<file path="src/rtl/sdram_arb_pkg.sv">
// rtl/sdram_arb_pkg.sv - shared state enum and default parameters for the SDRAM port arbiter
package sdram_arb_pkg;

    localparam int DEF_NUM_REQ  = 3;
    localparam int DEF_AW       = 24;
    localparam int DEF_DW       = 16;
    localparam int DEF_CMD_HOLD = 2;
    localparam int DEF_RD_LAT   = 3;

    // Wide enough for CMD_HOLD/RD_LAT up to 15.
    localparam int CNT_W = 4;

    typedef enum logic [1:0] {
        ST_IDLE  = 2'd0,
        ST_ISSUE = 2'd1,
        ST_WAIT  = 2'd2
    } arb_state_e;

    function automatic int idx_w(input int n);
        return (n > 1) ? $clog2(n) : 1;
    endfunction

endpackage

</file>
<file path="src/rtl/rr_pick.sv">
// rtl/rr_pick.sv - combinational round-robin picker, search starts one past i_ptr
module rr_pick #(
    parameter int NUM_REQ = 3,
    parameter int IW      = 2
) (
    input  logic [NUM_REQ-1:0] i_req,
    input  logic [IW-1:0]      i_ptr,
    output logic               o_valid,
    output logic [NUM_REQ-1:0] o_onehot,
    output logic [IW-1:0]      o_idx
);

    logic w_found;

    // Indices above ptr have priority, then wrap around to 0..ptr.
    always_comb begin
        w_found  = 1'b0;
        o_onehot = '0;
        o_idx    = '0;
        for (int i = 0; i < NUM_REQ; i++) begin
            if (!w_found && i_req[i] && (IW'(i) > i_ptr)) begin
                w_found     = 1'b1;
                o_onehot[i] = 1'b1;
                o_idx       = IW'(i);
            end
        end
        for (int i = 0; i < NUM_REQ; i++) begin
            if (!w_found && i_req[i] && (IW'(i) <= i_ptr)) begin
                w_found     = 1'b1;
                o_onehot[i] = 1'b1;
                o_idx       = IW'(i);
            end
        end
        o_valid = w_found;
    end

endmodule

</file>
<file path="src/rtl/sdram_port_arbiter.sv">
// rtl/sdram_port_arbiter.sv - round-robin arbiter sharing one SDRAM controller user port
module sdram_port_arbiter
    import sdram_arb_pkg::*;
#(
    parameter int NUM_REQ  = DEF_NUM_REQ,
    parameter int AW       = DEF_AW,
    parameter int DW       = DEF_DW,
    parameter int CMD_HOLD = DEF_CMD_HOLD,
    parameter int RD_LAT   = DEF_RD_LAT
) (
    input  logic                  clk,
    input  logic                  reset,
    input  logic [NUM_REQ-1:0]    req,
    input  logic [NUM_REQ-1:0]    req_we,
    input  logic [NUM_REQ*AW-1:0] req_addr,
    input  logic [NUM_REQ*DW-1:0] req_wdata,
    output logic [NUM_REQ-1:0]    ack,
    output logic [DW-1:0]         rdata,
    output logic [NUM_REQ-1:0]    grant,
    output logic                  busy,
    output logic                  mem_chip_sel,
    output logic                  mem_wr_en,
    output logic                  mem_rd_en,
    output logic [AW-1:0]         mem_addr,
    output logic [DW-1:0]         mem_data_in,
    input  logic [DW-1:0]         mem_data_out
);

    localparam int                IW      = idx_w(NUM_REQ);
    localparam logic [CNT_W-1:0]  WR_LOAD = CNT_W'(CMD_HOLD - 1);
    localparam logic [CNT_W-1:0]  RD_LOAD = CNT_W'(RD_LAT - 1);

    arb_state_e          r_state;
    arb_state_e          w_state_nxt;
    logic [IW-1:0]       r_ptr;
    logic [CNT_W-1:0]    r_cnt;
    logic                r_we;
    logic [AW-1:0]       r_addr;
    logic [DW-1:0]       r_wdata;
    logic [NUM_REQ-1:0]  r_grant;
    logic [NUM_REQ-1:0]  r_ack;
    logic [DW-1:0]       r_rdata;

    logic                w_valid;
    logic [NUM_REQ-1:0]  w_onehot;
    logic [IW-1:0]       w_idx;
    logic                w_arb;
    logic                w_wr_done;
    logic                w_sel_we;
    logic [AW-1:0]       w_sel_addr;
    logic [DW-1:0]       w_sel_wdata;

    rr_pick #(
        .NUM_REQ (NUM_REQ),
        .IW      (IW)
    ) u_rr_pick (
        .i_req    (req),
        .i_ptr    (r_ptr),
        .o_valid  (w_valid),
        .o_onehot (w_onehot),
        .o_idx    (w_idx)
    );

    // No arbitration in the read-ack cycle, which spaces issues two cycles after any ack.
    assign w_arb = (r_state == ST_IDLE) && !(|r_ack) && w_valid;

    // Write ack lands in the last WAIT cycle so it appears CMD_HOLD cycles after issue.
    assign w_wr_done = r_we &&
                       (((r_state == ST_ISSUE) && (CMD_HOLD == 1)) ||
                        ((r_state == ST_WAIT) && (r_cnt == CNT_W'(1))));

    always_comb begin
        w_sel_we    = 1'b0;
        w_sel_addr  = '0;
        w_sel_wdata = '0;
        for (int i = 0; i < NUM_REQ; i++) begin
            if (w_onehot[i]) begin
                w_sel_we    = req_we[i];
                w_sel_addr  = req_addr[i*AW +: AW];
                w_sel_wdata = req_wdata[i*DW +: DW];
            end
        end
    end

    always_ff @(posedge clk) begin
        if (reset) begin
            r_state <= ST_IDLE;
        end else begin
            r_state <= w_state_nxt;
        end
    end

    always_comb begin
        w_state_nxt = r_state;
        case (r_state)
            ST_IDLE: begin
                if (w_arb) begin
                    w_state_nxt = ST_ISSUE;
                end
            end
            ST_ISSUE: begin
                w_state_nxt = ST_WAIT;
            end
            ST_WAIT: begin
                if (r_cnt == '0) begin
                    w_state_nxt = ST_IDLE;
                end
            end
            default: begin
                w_state_nxt = ST_IDLE;
            end
        endcase
    end

    always_comb begin
        busy         = 1'b0;
        mem_chip_sel = 1'b0;
        mem_wr_en    = 1'b0;
        mem_rd_en    = 1'b0;
        case (r_state)
            ST_ISSUE: begin
                busy         = 1'b1;
                mem_chip_sel = 1'b1;
                mem_wr_en    = r_we;
                mem_rd_en    = !r_we;
            end
            ST_WAIT: begin
                busy         = 1'b1;
                mem_chip_sel = 1'b1;
            end
            default: begin
                busy         = 1'b0;
            end
        endcase
    end

    always_ff @(posedge clk) begin
        if (reset) begin
            r_ptr   <= IW'(NUM_REQ - 1);
            r_cnt   <= '0;
            r_we    <= 1'b0;
            r_addr  <= '0;
            r_wdata <= '0;
            r_grant <= '0;
            r_ack   <= '0;
            r_rdata <= '0;
        end else begin
            r_ack <= '0;
            case (r_state)
                ST_IDLE: begin
                    if (w_arb) begin
                        r_grant <= w_onehot;
                        r_ptr   <= w_idx;
                        r_we    <= w_sel_we;
                        r_addr  <= w_sel_addr;
                        r_wdata <= w_sel_wdata;
                    end else begin
                        r_grant <= '0;
                    end
                end
                ST_ISSUE: begin
                    r_cnt <= r_we ? WR_LOAD : RD_LOAD;
                end
                ST_WAIT: begin
                    if (r_cnt != '0) begin
                        r_cnt <= r_cnt - CNT_W'(1);
                    end else if (r_we) begin
                        r_grant <= '0;
                    end else begin
                        r_ack   <= r_grant;
                        r_rdata <= mem_data_out;
                    end
                end
                default: begin
                    r_grant <= '0;
                end
            endcase
            if (w_wr_done) begin
                r_ack <= r_grant;
            end
        end
    end

    assign ack         = r_ack;
    assign grant       = r_grant;
    assign rdata       = r_rdata;
    assign mem_addr    = r_addr;
    assign mem_data_in = r_wdata;

endmodule
</file>
<file path="config.mk">
export PLATFORM = sky130hd
export DESIGN_NAME = sdram_port_arbiter
export DESIGN_NICKNAME = d
export VERILOG_FILES = /design/src/rtl/sdram_arb_pkg.sv /design/src/rtl/rr_pick.sv /design/src/rtl/sdram_port_arbiter.sv
export SDC_FILE = /design/constraint.sdc
export NUM_CORES = 1
export LEC_CHECK = 0
export ABC_AREA = 1
export BUFFER_PORTS_ARGS = -buffer_cell sky130_fd_sc_hd__buf_2
export CAP_MARGIN = 40
export CORE_MARGIN = 2
export CORE_UTILIZATION = 30
export DETAILED_ROUTE_END_ITERATION = 7
export MAX_ROUTING_LAYER = met4
export PLACE_DENSITY = 0.56
export SYNTH_ARGS = -nofsm -noshare
export SYNTH_HDL_FRONTEND = slang
export SYNTH_SLANG_ARGS = --single-unit
</file>
<file path="constraint.sdc">
create_clock -name clk -period 1.9 [get_ports clk]
set_input_delay 0.38 -clock clk [delete_from_list [all_inputs] [get_ports clk]]
set_output_delay 0.38 -clock clk [all_outputs]
set_load 0.1 [all_outputs]
</file>
---- Word-level counts from Yosys, hierarchy flattened ----
Cells that the tools add are included.
storage, ports and cells
  latch bits .............................. 0
  output and inout port bits .............. 66
  word-level logic and storage cells ...... 100
  bits in registers ....................... 71
  input port bits ......................... 144
  bits in writable memories ............... 0
  memory bits (read-only) ................. 0
  memories kept ........................... 0
operators by class
  multiplexer cells ....................... 41
  $add $sub $neg .......................... 1
  reductions and logical operators ........ 33
  order comparisons ....................... 6
  multiply operators ...................... 0
  shifts and indexed selects .............. 0
  bitwise operators ....................... 3
  equality and inequality tests ........... 7
  div/mod/pow operators ................... 0
operator list
  operator                                                                          count
  24-bit two-way mux                                                                3
  16-bit two-way mux                                                                3
  1-bit two-way mux                                                                 18
  3-bit two-way mux                                                                 6
  1-bit logical AND                                                                 15
  2-bit two-way mux                                                                 7
  3-bit one-hot mux with 3 select lines                                             1
  4-bit one-hot mux with 2 select lines                                             1
  2-bit AND reduction                                                               4
  1-bit zero test                                                                   7
  2-bit one-hot mux with 3 select lines                                             1
  4-bit by 1-bit equality test with 1-bit output (second input constant)            1
  1-bit by 2-bit greater-than comparator with 1-bit output (first input constant)   2
  1-bit by 2-bit less-or-equal comparator with 1-bit output (first input constant)  2
  4-bit zero test                                                                   1
  4-bit two-way mux                                                                 1
  2-bit by 1-bit inequality test with 1-bit output (second input constant)          2
  2-bit inequality test (second input constant)                                     2
  4-bit nonzero test                                                                1
  4-bit by 1-bit subtractor with 4-bit output (second input constant)               1
  1-bit NOT                                                                         3
  3-bit AND reduction                                                               1
  3-bit OR reduction                                                                1
  2-bit by 1-bit equality test with 1-bit output (second input constant)            1
  6 further kinds                                                                   6

---- Depth between registers and ports, before layout ----
  depth after elaboration ................. 26
  depth in mapped cells ................... 10
  depth with buffers taken out ............ 10

---- Cells and area by module ----
Synthesis repeated with hierarchy kept, for this count alone.
second synthesis, totals
  cell total of the unflattened synthesis .. 603
  area, all modules ....................... 3717.3 um^2
modules (own cells, without submodules)
  module              cells each  times used  area each (um^2)  seq. area each (um^2)
  sdram_port_arbiter  584         1           3636.0            1421.4
  rr_pick             19          1           81.3              0.0

---- Least setup slack after synthesis ----
No wires, ideal clock.
  path kind ............................... register -> output
  start point ............................. register r_state[1]
  end point ............................... output mem_rd_en
  path slack .............................. -0.348 ns
  buffers on the path ..................... 0
  arrival ................................. 1.868 ns
  required time ........................... 1.520 ns
  stages on the path, launching flop included .. 5
  path through ............................ dfxtp_1 -> inv_1 -> ha_1 -> inv_1 -> nor2_1
on the way
  word-level cells in the longest chain between the ends .. 2
RTL lines
  what                                            RTL line                   RTL
  start: declaration                              sdram_port_arbiter.sv:33   arb_state_e r_state;
  start signal: assignment                        sdram_port_arbiter.sv:89   r_state <= w_state_nxt;
  2-bit by 1-bit equality test with 1-bit output  sdram_port_arbiter.sv:120  case (r_state)
  1-bit two-way mux                               sdram_port_arbiter.sv:120
  end: declaration                                sdram_port_arbiter.sv:23   output logic mem_rd_en,
Every way passes these cells.

---- Final worst setup path ----
  start point ............................. register r_state[0]
  end point ............................... output mem_chip_sel
on the way
  word-level cells in the longest chain between the ends .. 3
  elaborated cells between the ends (all ways) .. 4
  classes of those cells .................. eq/ne: 2; mux: 1; reduce/logical: 1
RTL lines
  what                                                                                          RTL line                   RTL
  2-bit by 1-bit equality test with 1-bit output / 2-bit equality test (equally long branches)  sdram_port_arbiter.sv:120
  2-bit OR reduction (no source line) (*)                                                       n/a
  1-bit two-way mux (*)                                                                         sdram_port_arbiter.sv:120
  end: declaration                                                                              sdram_port_arbiter.sv:21   output logic mem_chip_sel,
Mark *: on every way between the ends. The rest lies on a longest branch, timed or not.

==> results.yml <==
run:
  drv_cap: 0
power_and_ir_drop:
  intPower_mw: 4.83
  pwr-share-clk_pct: 15.7
  irDropWorstVdd_uv: 1350
  share_comb_of_total_power_pct: 64.5
  power_density_nw_per_um2: 1990
  p_leak_nw: 3.18
  switching_share_pct: 58.9
  power_switching_mw: 6.92
  seqPwrFrac_pct: 19.7
routing:
  wl_per_cell_um: 12.9
  drcViolationCount: 0
  wl_mm: 13.8
  vias: 4741
  drt_first_pass_iters: 4
  ant_nets: 0
  vias_per_cell: 4.44
  initialDrtViolationCount: 240
clock_network:
  cts_num_sinks: 71
  cts_max_level: 3
  cts_buffer_depth: 2
  cts-buffers-inserted: 9
  clk_pin_slew_ps: 60
  cts_tree: "built"
  worst_skew_pair.late_latency_ps: 330
  cts_root_buffer: "clkbuf_16"
  cts_setup_buffers: 0
placed_design:
  port_buffers: 209
  dp_hpwl_mm: 10.1
  gp_congestion: 0.785
  dp.cells: 1052
critical_path:
  rr_endpoint: "r_we$_SDFFE_PP0P_"
  cp_max_fo: 3
  worstSetupStartpointType: "flop"
  critPathRequiredTime_ps: 1520
  r2r_slack_ps: 220
  worst-endpoint-arrival_ps: 1500
  worst_r2r_path_depth: 10
  cp-end-kind: "primary output"
  crit_type: "reg -> out"
  reg2reg_from: "r_state[0]$_SDFFE_PP0P_"
synthesis:
  syn-num-nets: 835
  ys_ff_latch: 71
  ys_seq_area_share_pct: 33.4
  netlist_area_um2: 4250
  ys.warnings.count: 0
  synth_top_cell_area_share_pct: 33.4
  yosys.area.top_type: "dfxtp_1"
  avgSynthCellArea_um2: 6.20
  synth_cell_type_count: 25
  synth_area_leaders: "dfxtp_1 33%, nor2_1 11%, nand2_1 11%"
  synth_cells: 686
sta:
  slew_headroom_pct: 66.9
  max_freq_ghz: 0.531
  worstMarginPinSlew_ps: 491
  finClkSkew_ps: 8.66
  rsz0062_at_grt: "true"
  slew_violations: 0
  min_period_over_period_pct: 99.2
  finalSetupViolCount: 0
  hold_viol: 0
  fin_crit_ps: 1880
  whs_ps: 263
layout:
  drive_above_1_share_pct: 29.1
  syn_to_final_growth_pct: 38.9
  final_cells: 1068
  antenna_cells: 0
  nets: 1032
floorplan:
  dieWidth_um: 123
  num_io_pins: 210
  start_util_pct: 30.6
  die_h_um: 123
  rows: 43
  core-area_um2: 13900
  die-area_um2: 15100
global_routing:
  antenna_found_initial: 0
  grt_pass1_vias: 4494
  grt_first_pass_wirelength_mm: 21.9
  grt_max_degree: 35
  track_usage_pct: 19.0
  grt_remaining_overflow: 0
hold_path:
  hold_start: "mem_data_out[6]"
  hold_path_class: "in -> reg"
  min_path_cells: 3
  whs_endpoint: "rdata[6]$_SDFFE_PP0P_"
outcome:
  status: "finished, final reports clean"
## cells in the mapped netlist (all sizes together)
master  instances
a21boi         41
o21bai          1
inv           103
nand2         124
o21ai          22
clkinv          1
ha              5
a21oi          48
a31oi           1
nor2          133
buf            35
o211ai          1
clkbuf          8
nor3            2
dfxtp          71
nand3          90
## worst max-delay path, cell delays in order, from the launching register on
cell     delay [ps]
dfxtp_1         360
inv_1            80
ha_2            320
buf_2           420
## flip-flops by register name (all words and copies together) (netlist names)
register     count
mem_addr        24
r_ptr            2
rdata           16
mem_data_in     16
grant            3
ack              3
r_cnt            4
r_we             1
r_state          2
## area by class of cell
type / count / area (um^2)
fillers: 1542 / 7970
multi-input cells: 468 / 2230
flip-flops and latches: 71 / 1420
repair buffers: 229 / 1330
inverters: 104 / 390
clock buffers: 9 / 225
well taps: 180 / 225
clock inverters: 7 / 95.1
## cells in the final DEF, fill, tap and decap left out
cell type	synthesis	layout
dfxtp_1	71	71
nand3_4	0	1
clkinvlp_4	0	1
clkbuf_4	0	1
nand2_4	1	1
ha_1	5	4
clkinv_2	0	2
buf_12	0	10
nor2_4	2	3
o211ai_1	1	1
a31oi_1	1	1
nor2_2	2	2
inv_6	0	2
nand3_2	0	1
clkbuf_16	0	9
a21boi_1	16	16
nor2_1	129	128
nand3_1	90	88
o21bai_1	1	1
nor3_1	2	2
clkinv_1	1	1
inv_2	2	2
ha_2	0	1
buf_2	20	207
a21oi_1	48	48
bufinv_16	0	2
nand2_1	121	121
buf_4	7	11
o21ai_0	22	22
a21boi_0	25	25
inv_1	101	101
nand2_2	2	2
## per-stage QoR
| step | utilization (%) | instance area [um^2] | setup TNS [ps] | total power, mW | worst slack, ps |
|---|---|---|---|---|---|
| after floorplan | - | 4260 | 0 | 8.49 | 106 |
| after global placement | 40.3 | 5590 | 0 | 9.95 | 210 |
| after detailed placement | 40.3 | 5590 | 0 | 9.95 | 206 |
| after CTS | 42.6 | 5910 | -23.9 | 11.8 | -12.2 |
| after global routing | 42.6 | 5910 | -125 | 12.5 | -62.5 |
| final | 42.6 | 5910 | 0 | 11.8 | 15.8 |
## timing repair
action                     4_1_cts  5_1_grt
setup endpoints to repair        2        3
hold buffers                     0        0
gates resized for setup          0        1
pin swaps                        0        0
## power by group through the flow
stage | clock (mW) | combinational, mW | sequential [mW]
4_1_cts | 1.91 | 7.62 | 2.32
3_5_place_dp | 0 | 7.60 | 2.35
2_1_floorplan | 0 | 2.98 | 5.51
3_3_place_gp | 0 | 7.61 | 2.34
5_1_grt | 1.97 | 8.16 | 2.38
6_report | 1.85 | 7.58 | 2.32
## layer usage
metal | global-route usage [%] | part of all wire [%] | routed length, um
met5 | - | 0 | 0
met1 | 24.7 | 46 | 6350
met4 | 5.89 | 1.3 | 173
met3 | 3.74 | 5.5 | 759
met2 | 30.0 | 47 | 6520
## cells by family (layout without fill, tap and decap cells)
logic type	after synthesis	after routing	share of synthesized area, %
and+or+nand+nor	349	349	34.3
buffers and inverters	147	349	14.9
AOI/OAI and AO/OA	114	114	16.0
DFF	71	71	33.4
adders and majority gates	5	5	1.47
## how the worst max path moves through the flow
stage,start,endpoint
floorplan,r_state[1]$_SDFFE_PP0P_,mem_chip_sel
global placement,req[0],mem_data_in[6]$_SDFFE_PP0P_
detailed placement,req[0],mem_data_in[6]$_SDFFE_PP0P_
CTS,r_state[1]$_SDFFE_PP0P_,mem_chip_sel
global route,r_state[0]$_SDFFE_PP0P_,busy
finish,r_state[0]$_SDFFE_PP0P_,mem_chip_sel
Power figures use the tool's default switching activity.
